$ cat src/rtl/pd_debug_pkg.sv
// Shared widths, read address map and status bit positions for the PD debug counter block.
package pd_debug_pkg;

    localparam int unsigned PD_PACKET_SIZE_WIDTH = 14;
    localparam int unsigned PD_CNT_WIDTH         = 32;
    localparam int unsigned PD_BYTE_CNT_WIDTH    = 48;

    typedef enum logic [3:0] {
        ADDR_F1_CNT     = 4'd0,
        ADDR_F2_CNT     = 4'd1,
        ADDR_CAP_CNT    = 4'd2,
        ADDR_TOT_CNT    = 4'd3,
        ADDR_F1_BYTE_LO = 4'd4,
        ADDR_F1_BYTE_HI = 4'd5,
        ADDR_F2_BYTE_LO = 4'd6,
        ADDR_F2_BYTE_HI = 4'd7,
        ADDR_CAP_WORD   = 4'd8,
        ADDR_STATUS     = 4'd9
    } pd_dbg_cnt_addr_e;

    // Status word; the six overflow bits are contiguous from ST_OVF_F1 upwards.
    localparam int unsigned ST_CAP_F1    = 0;
    localparam int unsigned ST_CAP_F2    = 1;
    localparam int unsigned ST_CAP_VALID = 3;
    localparam int unsigned ST_OVF_F1    = 4;
    localparam int unsigned ST_OVF_F2    = 5;
    localparam int unsigned ST_OVF_CAP   = 6;
    localparam int unsigned ST_OVF_TOT   = 7;
    localparam int unsigned ST_OVF_F2B   = 8;
    localparam int unsigned ST_OVF_F1B   = 9;

endpackage

$ cat src/rtl/pd_debug_cnt_unit.sv
// Single counter: clear, add zero-extended amount, wrap or saturate, carry-out pulse.
// Saturation is selected by defining PD_DEBUG_CNT_SATURATE_EN.
module pd_debug_cnt_unit #(
    parameter int unsigned W  = 32,
    parameter int unsigned AW = 1
) (
    input  logic          clk,
    input  logic          rstn,
    input  logic          inc_i,
    input  logic [AW-1:0] amount_i,
    input  logic          clr_i,
    output logic [W-1:0]  cnt_o,
    output logic          ovf_o
);

    logic [W-1:0] cnt_q, cnt_d;
    logic [W-1:0] base;
    logic [W:0]   sum;

    // Clear applies first so a same-cycle increment lands on zero and is not lost.
    always_comb begin
        base  = clr_i ? '0 : cnt_q;
        sum   = {1'b0, base} + (W+1)'(amount_i);
        ovf_o = inc_i & sum[W];
        cnt_d = base;
        if (inc_i) begin
`ifdef PD_DEBUG_CNT_SATURATE_EN
            cnt_d = sum[W] ? '1 : sum[W-1:0];
`else
            cnt_d = sum[W-1:0];
`endif
        end
    end

    always_ff @(posedge clk or negedge rstn) begin
        if (!rstn) begin
            cnt_q <= '0;
        end else begin
            cnt_q <= cnt_d;
        end
    end

    assign cnt_o = cnt_q;

endmodule

$ cat src/rtl/pd_debug_cnt.sv
// PD debug statistics: six counters, sticky capture word and a one-cycle CIF read port.
// Counters saturate instead of wrapping when PD_DEBUG_CNT_SATURATE_EN is defined.
module pd_debug_cnt
    import pd_debug_pkg::*;
#(
    parameter int unsigned CNT_WIDTH         = PD_CNT_WIDTH,
    parameter int unsigned BYTE_CNT_WIDTH    = PD_BYTE_CNT_WIDTH,
    parameter int unsigned PACKET_SIZE_WIDTH = PD_PACKET_SIZE_WIDTH
) (
    input  logic                         clk,
    input  logic                         rstn,
    input  logic                         dbg2cif_e_debug_pd_field1_cnt_inc,
    input  logic                         dbg2cif_e_debug_pd_field2_cnt_inc,
    input  logic                         dbg2cif_e_debug_pd_capture_match_cnt_inc,
    input  logic                         dbg2cif_e_debug_pd_total_pd_cnt_inc,
    input  logic                         dbg2cif_e_debug_pd_field1_byte_cnt_inc,
    input  logic                         dbg2cif_e_debug_pd_field2_byte_cnt_inc,
    input  logic [PACKET_SIZE_WIDTH-1:0] dbg2cif_eq_debug_pd_field_byte_cnt_inc_amount,
    input  logic                         dbg2cif_e_debug_pd_capture_match_field1,
    input  logic                         dbg2cif_e_debug_pd_capture_match_field2,
    input  logic [31:0]                  dbg2cif_c_debug_pd_out,
    input  logic                         cif2dbg_c_debug_pd_cnt_clr_on_rd,
    input  logic                         cif2dbg_e_debug_pd_cnt_clr_all,
    input  logic                         cif2dbg_e_debug_pd_cnt_rd_req,
    input  logic [3:0]                   cif2dbg_c_debug_pd_cnt_rd_addr,
    output logic                         dbg2cif_e_debug_pd_cnt_rd_ack,
    output logic [31:0]                  dbg2cif_c_debug_pd_cnt_rd_data,
    output logic                         dbg2cif_c_debug_pd_capture_valid
);

    pd_dbg_cnt_addr_e          rd_addr_e;
    logic                      rd_clr, clr_all;
    logic                      clr_f1, clr_f2, clr_cap, clr_tot, clr_f1b, clr_f2b;
    logic                      cap_clr, ovf_clr, rd_f1_lo, rd_f2_lo;
    logic [CNT_WIDTH-1:0]      f1_cnt, f2_cnt, cap_cnt, tot_cnt;
    logic [BYTE_CNT_WIDTH-1:0] f1_byte, f2_byte;
    logic [5:0]                ovf_p;
    logic [5:0]                ovf_q;
    logic [31:0]               f1_hi_q, f2_hi_q;
    logic [31:0]               cap_word_q;
    logic                      cap_valid_q, cap_f1_q, cap_f2_q;
    logic                      cap_valid_eff, cap_strobe;
    logic                      rd_ack_q;
    logic [31:0]               rd_data_q;
    logic [31:0]               rd_mux, status;

    assign rd_addr_e = pd_dbg_cnt_addr_e'(cif2dbg_c_debug_pd_cnt_rd_addr);
    assign clr_all   = cif2dbg_e_debug_pd_cnt_clr_all;
    assign rd_clr    = cif2dbg_e_debug_pd_cnt_rd_req & cif2dbg_c_debug_pd_cnt_clr_on_rd;
    assign rd_f1_lo  = cif2dbg_e_debug_pd_cnt_rd_req & (rd_addr_e == ADDR_F1_BYTE_LO);
    assign rd_f2_lo  = cif2dbg_e_debug_pd_cnt_rd_req & (rd_addr_e == ADDR_F2_BYTE_LO);

    assign clr_f1  = clr_all | (rd_clr & (rd_addr_e == ADDR_F1_CNT));
    assign clr_f2  = clr_all | (rd_clr & (rd_addr_e == ADDR_F2_CNT));
    assign clr_cap = clr_all | (rd_clr & (rd_addr_e == ADDR_CAP_CNT));
    assign clr_tot = clr_all | (rd_clr & (rd_addr_e == ADDR_TOT_CNT));
    assign clr_f1b = clr_all | (rd_clr & (rd_addr_e == ADDR_F1_BYTE_LO));
    assign clr_f2b = clr_all | (rd_clr & (rd_addr_e == ADDR_F2_BYTE_LO));
    assign cap_clr = clr_all | (rd_clr & (rd_addr_e == ADDR_CAP_WORD));
    assign ovf_clr = clr_all | (rd_clr & (rd_addr_e == ADDR_STATUS));

    pd_debug_cnt_unit #(.W(CNT_WIDTH), .AW(1)) u_f1_cnt (
        .clk, .rstn, .inc_i(dbg2cif_e_debug_pd_field1_cnt_inc), .amount_i(1'b1),
        .clr_i(clr_f1), .cnt_o(f1_cnt), .ovf_o(ovf_p[0]));

    pd_debug_cnt_unit #(.W(CNT_WIDTH), .AW(1)) u_f2_cnt (
        .clk, .rstn, .inc_i(dbg2cif_e_debug_pd_field2_cnt_inc), .amount_i(1'b1),
        .clr_i(clr_f2), .cnt_o(f2_cnt), .ovf_o(ovf_p[1]));

    pd_debug_cnt_unit #(.W(CNT_WIDTH), .AW(1)) u_cap_cnt (
        .clk, .rstn, .inc_i(dbg2cif_e_debug_pd_capture_match_cnt_inc), .amount_i(1'b1),
        .clr_i(clr_cap), .cnt_o(cap_cnt), .ovf_o(ovf_p[2]));

    pd_debug_cnt_unit #(.W(CNT_WIDTH), .AW(1)) u_tot_cnt (
        .clk, .rstn, .inc_i(dbg2cif_e_debug_pd_total_pd_cnt_inc), .amount_i(1'b1),
        .clr_i(clr_tot), .cnt_o(tot_cnt), .ovf_o(ovf_p[3]));

    pd_debug_cnt_unit #(.W(BYTE_CNT_WIDTH), .AW(PACKET_SIZE_WIDTH)) u_f2_byte (
        .clk, .rstn, .inc_i(dbg2cif_e_debug_pd_field2_byte_cnt_inc),
        .amount_i(dbg2cif_eq_debug_pd_field_byte_cnt_inc_amount),
        .clr_i(clr_f2b), .cnt_o(f2_byte), .ovf_o(ovf_p[4]));

    pd_debug_cnt_unit #(.W(BYTE_CNT_WIDTH), .AW(PACKET_SIZE_WIDTH)) u_f1_byte (
        .clk, .rstn, .inc_i(dbg2cif_e_debug_pd_field1_byte_cnt_inc),
        .amount_i(dbg2cif_eq_debug_pd_field_byte_cnt_inc_amount),
        .clr_i(clr_f1b), .cnt_o(f1_byte), .ovf_o(ovf_p[5]));

    // A read-clear of the capture word frees the slot for a strobe in the same cycle.
    assign cap_valid_eff = cap_clr ? 1'b0 : cap_valid_q;
    assign cap_strobe    = dbg2cif_e_debug_pd_capture_match_field1 |
                           dbg2cif_e_debug_pd_capture_match_field2;

    always_comb begin
        status                     = '0;
        status[ST_CAP_F1]          = cap_f1_q;
        status[ST_CAP_F2]          = cap_f2_q;
        status[ST_CAP_VALID]       = cap_valid_q;
        status[ST_OVF_F1 +: 6]     = ovf_q;
    end

    always_comb begin
        rd_mux = '0;
        case (rd_addr_e)
            ADDR_F1_CNT:     rd_mux = 32'(f1_cnt);
            ADDR_F2_CNT:     rd_mux = 32'(f2_cnt);
            ADDR_CAP_CNT:    rd_mux = 32'(cap_cnt);
            ADDR_TOT_CNT:    rd_mux = 32'(tot_cnt);
            ADDR_F1_BYTE_LO: rd_mux = f1_byte[31:0];
            ADDR_F1_BYTE_HI: rd_mux = f1_hi_q;
            ADDR_F2_BYTE_LO: rd_mux = f2_byte[31:0];
            ADDR_F2_BYTE_HI: rd_mux = f2_hi_q;
            ADDR_CAP_WORD:   rd_mux = cap_word_q;
            ADDR_STATUS:     rd_mux = status;
            default:         rd_mux = '0;
        endcase
    end

    always_ff @(posedge clk or negedge rstn) begin
        if (!rstn) begin
            f1_hi_q     <= '0;
            f2_hi_q     <= '0;
            ovf_q       <= '0;
            cap_word_q  <= '0;
            cap_valid_q <= 1'b0;
            cap_f1_q    <= 1'b0;
            cap_f2_q    <= 1'b0;
            rd_ack_q    <= 1'b0;
            rd_data_q   <= '0;
        end else begin
            rd_ack_q <= cif2dbg_e_debug_pd_cnt_rd_req;
            if (cif2dbg_e_debug_pd_cnt_rd_req) begin
                rd_data_q <= rd_mux;
            end

            if (clr_all) begin
                f1_hi_q <= '0;
                f2_hi_q <= '0;
            end else begin
                if (rd_f1_lo) f1_hi_q <= 32'(f1_byte >> 32);
                if (rd_f2_lo) f2_hi_q <= 32'(f2_byte >> 32);
            end

            ovf_q <= (ovf_clr ? 6'b0 : ovf_q) | ovf_p;

            if (!cap_valid_eff && cap_strobe) begin
                cap_word_q  <= dbg2cif_c_debug_pd_out;
                cap_valid_q <= 1'b1;
                cap_f1_q    <= dbg2cif_e_debug_pd_capture_match_field1;
                cap_f2_q    <= dbg2cif_e_debug_pd_capture_match_field2;
            end else if (cap_clr) begin
                cap_word_q  <= '0;
                cap_valid_q <= 1'b0;
                cap_f1_q    <= 1'b0;
                cap_f2_q    <= 1'b0;
            end
        end
    end

    assign dbg2cif_e_debug_pd_cnt_rd_ack    = rd_ack_q;
    assign dbg2cif_c_debug_pd_cnt_rd_data   = rd_data_q;
    assign dbg2cif_c_debug_pd_capture_valid = cap_valid_q;

endmodule

$ cat config.mk
export PLATFORM = sky130hd
export DESIGN_NAME = pd_debug_cnt
export DESIGN_NICKNAME = d
export VERILOG_FILES = /design/src/rtl/pd_debug_pkg.sv /design/src/rtl/pd_debug_cnt_unit.sv /design/src/rtl/pd_debug_cnt.sv
export SDC_FILE = /design/constraint.sdc
export NUM_CORES = 1
export LEC_CHECK = 0
export ABC_CLOCK_PERIOD_IN_PS = 5200
export BUFFER_PORTS_ARGS = -buffer_cell sky130_fd_sc_hd__buf_2
export CAP_MARGIN = 20
export CORE_ASPECT_RATIO = 0.8
export CORE_MARGIN = 4
export CORE_UTILIZATION = 45
export DETAILED_ROUTE_END_ITERATION = 7
export PLACE_DENSITY = 0.6
export RECOVER_POWER = 50
export SLEW_MARGIN = 10
export SYNTH_ARGS = -nofsm -noshare
export SYNTH_HDL_FRONTEND = slang
export SYNTH_HIERARCHICAL = 1
export SYNTH_SLANG_ARGS = --single-unit
$ cat constraint.sdc
create_clock -name clk -period 5.2 [get_ports clk]
set_clock_uncertainty 0.15 [all_clocks]
set_input_delay 0.26 -clock clk [delete_from_list [all_inputs] [get_ports clk]]
set_output_delay 0.26 -clock clk [all_outputs]
set_load 0.02 [all_outputs]
* Yosys cells after proc, flatten, opt, wreduce, memory -nomap -nowiden
Index checks and enable logic that the tools add are counted.
Operators by class: add/subtract/negate cells 6, equality and inequality tests 9, muxes and demuxes 25, bitwise operators 27, reductions and logical operators 6
Operator list (count):
- 32-bit two-way mux | 14
- 32-bit one-hot mux with 10 select lines | 1
- 48-bit two-way mux | 4
- 32-bit by 1-bit adder with 33-bit output, second input constant | 4
- 48-bit by 14-bit adder with 49-bit output | 2
- 1-bit AND | 17
- 4-bit by 3-bit == test with 1-bit output, second input constant | 4
- 1-bit OR | 9
- 4-bit by 2-bit == test with 1-bit output, second input constant | 2
- 4-bit == test, second input constant | 2
- 6-bit two-way mux | 1
- 6-bit OR | 1
- 2-bit nonzero test | 3
- 1-bit two-way mux | 5
- 4-bit by 1-bit == test with 1-bit output, second input constant | 1
- 4-bit logical NOT | 1
- 1-bit logical AND | 1
- 1-bit logical NOT | 1
Word-level totals: register bits after elaboration 362, bits of input ports 63, output and inout port bits 34, logic and storage cells 88

* Longest topological paths before layout
depth after elaboration 7, depth in mapped cells 17, depth with buffers taken out 11

* Modules after synthesis
Netlist, hierarchy kept.
Modules (own cells, without submodules):
- pd_debug_cnt | instances 1, cells an instance 634, area an instance 6401.1 µm², seq. area each 2652.5 µm²
- pd_debug_cnt_unit at u_cap_cnt ... | instances 3, cells an instance 181, area an instance 1752.9 µm², seq. area each 800.8 µm²
- pd_debug_cnt_unit at u_f1_byte | instances 1, cells an instance 382, area an instance 3413.3 µm², seq. area each 1201.2 µm²
- pd_debug_cnt_unit at u_f2_byte | instances 1, cells an instance 357, area an instance 3284.4 µm², seq. area each 1201.2 µm²
- pd_debug_cnt_unit at u_tot_cnt | instances 1, cells an instance 189, area an instance 1825.5 µm², seq. area each 800.8 µm²

* Worst setup path after synthesis
No wires, ideal clock.
path kind input -> register, start input port cif2dbg_c_debug_pd_cnt_rd_addr[0], end register u_f1_byte.cnt_q[38] (netlist: u_f1_byte/cnt_o[38]), library setup time 0.078 ns, arrival 4.295 ns, required time 4.972 ns, path slack 0.677 ns, cell stages on the path 17, buffers on the path 7, cell sequence buf_4 > nor4b_4 > clkbuf_1 > a31o_2 > clkbuf_1 > clkbuf_1 > clkbuf_1 > buf_1 > nor2_1 > ha_1 > o21ai_0 > a21oi_1 > nor2_1 > or3_1 > buf_6 > or4_1 > a21oi_1
On the way: word-level cells in the longest chain between the ends 6
Ends and longest elaborated chain:
- start, declared | RTL line pd_debug_cnt.sv:25 | input logic [3:0] cif2dbg_c_debug_pd_cnt_rd_addr,
- 4-bit by 3-bit == test with 1-bit output * | RTL line pd_debug_cnt.sv:57 | assign clr_f1b = clr_all | (rd_clr & (rd_addr_e == ADDR_F1_BYTE_LO));
- 1-bit AND * | RTL line pd_debug_cnt.sv:57
- 1-bit OR * | RTL line pd_debug_cnt.sv:57
- net clr_f1b | RTL line pd_debug_cnt.sv:33 | logic clr_f1, clr_f2, clr_cap, clr_tot, clr_f1b, clr_f2b;
- 48-bit two-way mux * | RTL line pd_debug_cnt_unit.sv:22 | base = clr_i ? '0 : cnt_q;
- 48-bit by 14-bit adder with 49-bit output | RTL line pd_debug_cnt_unit.sv:23 | sum = {1'b0, base} + (W+1)'(amount_i);
- 48-bit two-way mux * | RTL line pd_debug_cnt_unit.sv:26 | if (inc_i) begin
- net u_f1_byte.cnt_d[38] | RTL line pd_debug_cnt_unit.sv:16 | logic [W-1:0] cnt_q, cnt_d;
- end signal, assigned | RTL line pd_debug_cnt_unit.sv:39 | cnt_q <= cnt_d;
- end, declared | RTL line pd_debug_cnt_unit.sv:16
Mark *: on every way through the listed nets, which the timed path passes. The rest lies on a longest branch. A chain may end at the register's enable or synchronous reset.

* Worst setup path after layout
start input port cif2dbg_e_debug_pd_cnt_rd_req, end register u_f2_byte.cnt_q[45] (netlist: u_f2_byte/cnt_o[45])
On the way: word-level cells in the longest chain between the ends 6
Ends and longest elaborated chain:
- start, declared | RTL line pd_debug_cnt.sv:24 | input logic cif2dbg_e_debug_pd_cnt_rd_req,
- 1-bit AND * | RTL line pd_debug_cnt.sv:49 | assign rd_clr = cif2dbg_e_debug_pd_cnt_rd_req & cif2dbg_c_debug_pd_cnt_clr_on_rd;
- 1-bit AND * | RTL line pd_debug_cnt.sv:58 | assign clr_f2b = clr_all | (rd_clr & (rd_addr_e == ADDR_F2_BYTE_LO));
- 1-bit OR * | RTL line pd_debug_cnt.sv:58
- net clr_f2b | RTL line pd_debug_cnt.sv:33
- 48-bit two-way mux * | RTL line pd_debug_cnt_unit.sv:22
- 48-bit by 14-bit adder with 49-bit output | RTL line pd_debug_cnt_unit.sv:23
- 48-bit two-way mux * | RTL line pd_debug_cnt_unit.sv:26
- net u_f2_byte.cnt_d[45] | RTL line pd_debug_cnt_unit.sv:16
- end signal, assigned | RTL line pd_debug_cnt_unit.sv:39
- end, declared | RTL line pd_debug_cnt_unit.sv:16
Marks and branches as above.

==> flow_summary.json <==
{
  "synth_edf_count": 0,
  "drtPass1Iterations": 5,
  "drcViolationCount": 0,
  "synthArstFlopShare_pct": 100,
  "outcome": "finished with violations",
  "die_w_um": 245,
  "start_util_pct": 45.5,
  "ys.flop_type": "dfrtp_1",
  "cp.required_ns": 5.53,
  "clockBufferDepth": 3,
  "cts_setup_buffers": 0,
  "port_buffers": 96,
  "drt_wl_total_um": 72200,
  "io_pins": 97,
  "grt_pass1_vias": 16700,
  "synth_top_family_by_area": "simple AND/OR/NAND/NOR gates",
  "critPathMaxFanout": 18,
  "synth_top_cell_by_area": "dfrtp_1",
  "yosys.area_share.simple_pct": 24.8,
  "leakage_nw": 9.20,
  "seq_area_frac_synth_pct": 40.9,
  "ant_nets": 0,
  "critPathCaptureType": "flop",
  "synth_cell_types": 100,
  "dieArea_sq_um": 48300,
  "peakVddDrop_mv": 0.216,
  "synth_top_area_share_pct": 40.9,
  "r2r_cells": 8,
  "violations": "capacitance limit, slew limit",
  "drv_cap": 1,
  "fin_crit_sh_pct": 83.5,
  "hold_ws_ns": 0.0838,
  "wl_per_cell_um": 25.6,
  "r2r_start": "u_f2_byte/cnt_o[6]$_DFF_PN0_",
  "critPathMaxStageDelay_ns": 0.76,
  "vias": 17800,
  "finish.instance_area_sq_um": 22600,
  "drt-vias-per-instance": 6.31,
  "synth-xor-area-share_pct": 5.16,
  "reg2reg_to": "u_f2_byte/cnt_o[45]$_DFF_PN0_",
  "crit_type": "input pin to flop",
  "arrival_ns": 4.67,
  "crit_path_top_delay_cell": "clkbuf_1",
  "grt_start_max_net_pins": 164,
  "worstSetupStartpointType": "input pin",
  "rows": 69,
  "hold_path_class": "input pin to flop",
  "hold_start": "cif2dbg_e_debug_pd_cnt_clr_all",
  "path_cells": "dlygate4sd3_1 -> clkbuf_1 -> a31o_2 -> nor2b_1 -> ha_1 -> a21o_1 -> a31oi_1 -> o31ai_1 -> o211ai_1 -> or4_1 -> a21oi_1",
  "tightest_slew_ns": 2.20,
  "routabilityCongestion": 0.960,
  "clk_pin_slew_ns": 0.06,
  "nets": 2290,
  "grt_use_total_pct": 29.2,
  "coreArea_sq_um": 44400,
  "drt_iter0_drc": 2110,
  "synth_mux_area_share_pct": 6.11,
  "antenna_found_initial": 4,
  "synth-compound-area-share_pct": 16.6,
  "synth-adder-area-share_pct": 2.43,
  "synth.area.top_cells": "dfrtp_1 (41%), xnor2_1 (3.9%), mux2_2 (3.7%), a21oi_1 (3.2%), nand2_1 (3.0%)",
  "total_power_mw": 6.46,
  "dp_hpwl_um": 53200,
  "cts_root_buffer": "clkbuf_16",
  "ys_warn_count": 6,
  "slew_violations": 31,
  "r2r_slack_ns": 1.85,
  "clock_sinks": 330,
  "synthesis.area_sq_um": 20200,
  "fmax_ghz": 0.230,
  "hold_viol": 0,
  "postSynthAreaPerCell_sq_um": 9.59,
  "cts_tree": "yes",
  "hold_end": "dbg2cif_c_debug_pd_capture_valid$_DFF_PN0_",
  "rsz0062_at_grt": "no",
  "ys_seq_elements": 330,
  "synthCells": 2105,
  "period_needed_ns": 4.34,
  "grt_overflow": 0,
  "setup_viol": 0,
  "relSlewSlack_pct": -46.3,
  "whs_path_depth": 4,
  "area_delta_synth_final_pct": 12.2,
  "tns_ns": 0,
  "ctsHtreeMaxLevel": 2,
  "drive_gt1_share_pct": 12.5,
  "placed_area_sq_um": 21100,
  "cts_resized": 0,
  "dieHeight_um": 197,
  "clk_latency_ns": 0.56,
  "powerDensity_nw_per_um2": 285,
  "grt_pass1_wl_um": 107000,
  "cts_made_buffers": 38
}
layer usage:
| metal | vias up | share of wire, % | global-route usage, % | wire length (um) |
|---|---|---|---|---|
| li1 | 8006 | - | - | - |
| met1 | 8823 | 46 | 44.2 | 33300 |
| met2 | 822 | 42 | 41.9 | 30000 |
| met3 | 112 | 9.2 | 6.47 | 6620 |
| met4 | 0 | 3.1 | 8.83 | 2220 |
| met5 | - | 0 | 0 | 0 |
cells in the final DEF (no fill, tap or decap), types with 28 or more instances in the layout:
cell type      count
clkbuf_16         39
o21ai_0           45
nor4_1            37
a22o_1            58
inv_1             36
buf_2             60
nand4_1           59
nand2_1          160
mux2i_1           32
or3_1             32
nor3_1            55
and3_1            31
nor2_1           123
nor2b_1           89
xnor2_1           91
mux2_2            67
dfrtp_1          330
dlygate4sd3_1     43
nand2b_1          33
xor2_1            28
or4_1             41
clkbuf_1          44
o31ai_1           42
a21oi_1          131
nand3_1           82
ha_1              36
cells in the mapped netlist (20+ instances only):
cell and n:
nand3b_1 20, inv_1 36, nand2_1 160, a21o_1 26, nand4_1 59, a22o_1 58, o31ai_1 42, o21ai_0 45
xor2_1 28, nor2_1 123, a22oi_1 21, nor3_1 55, mux2i_1 32, a21oi_1 131, dfrtp_1 330, ha_1 36
nand3_1 82, nor2b_1 89, o2bb2ai_1 21, nand2b_1 33, or3_1 32, and3_1 31, nor4_1 37, buf_2 44
clkbuf_1 62, xnor2_1 91, or4_1 41, mux2_2 67
worst max-delay path by stage:
stage                                       from                             to  slack [ns]  cells past startpoint
3_3_place_gp   cif2dbg_c_debug_pd_cnt_rd_addr[2]             ovf_q[4]$_DFF_PN0_        1.13                     10
3_5_place_dp   cif2dbg_c_debug_pd_cnt_rd_addr[2]             ovf_q[2]$_DFF_PN0_        1.01                     11
6_report           cif2dbg_e_debug_pd_cnt_rd_req  u_f2_byte/cnt_o[45]$_DFF_PN0_        0.86                     11
2_1_floorplan  cif2dbg_c_debug_pd_cnt_rd_addr[0]  u_f1_byte/cnt_o[38]$_DFF_PN0_        0.68                     17
5_1_grt            cif2dbg_e_debug_pd_cnt_rd_req  u_f2_byte/cnt_o[45]$_DFF_PN0_        0.63                     11
4_1_cts            cif2dbg_e_debug_pd_cnt_rd_req  u_f2_byte/cnt_o[34]$_DFF_PN0_        1.40                     12
area by class of cell:
cell class              instances  area, sq um
diodes                          2         5.00
clock buffers                  56         1130
clock inverters                 6         58.8
fillers                      4189        21700
inverters                      37          139
multi-input cells            1613        11100
flip-flops and latches        330         8260
well taps                     603          754
repair buffers                169         1150
logic make-up after synthesis:
family | after synthesis
AND/OR/NAND/NOR | 871
AO/OA/AOI/OAI | 471
flip-flops | 330
buffers and inverters | 169
XOR/XNOR | 119
multiplexers | 106
adder cells (fa/ha/maj) | 38
other | 1
where the power goes:
group          switching [mW]  internal [mW]
combinational           0.623          0.383
clock                    1.10           1.54
sequential              0.146           2.67
total                    1.87           4.60
registers in the layout (all words and copies together) (netlist names), 32 cells and up:
signal and flops:
cap_word_q 32, u_f1_byte/cnt_o 48, u_cap_cnt/cnt_o 32, dbg2cif_c_debug_pd_cnt_rd_data 32, u_f2_byte/cnt_o 48, u_f2_cnt/cnt_o 32, u_tot_cnt/cnt_o 32, u_f1_cnt/cnt_o 32
repair_timing:
item | 4_1_cts | 5_1_grt
endpoints found under the hold margin | 204 | 0
setup endpoints to repair | 0 | 0
hold buffers | 43 | 0
worst max-delay path: cells and delay by family:
| family | cells | cell delay [ns] |
|---|---|---|
| adder cells (fa/ha/maj) | 1 | 0.39 |
| AND/OR/NAND/NOR | 2 | 0.63 |
| buffers and inverters | 2 | 1.28 |
| AO/OA/AOI/OAI | 6 | 2.08 |
metrics by stage:
step           utilization (%)  setup WS (ns)  cells
6_report                  51.0          0.860   2816
5_1_grt                   51.0          0.628   2814
4_1_cts                   51.1           1.40   2813
3_5_place_dp              47.4           1.01   2708
3_3_place_gp              47.4           1.13   2707
2_1_floorplan                -          0.677   2112
(Power assumes the default switching activity.)
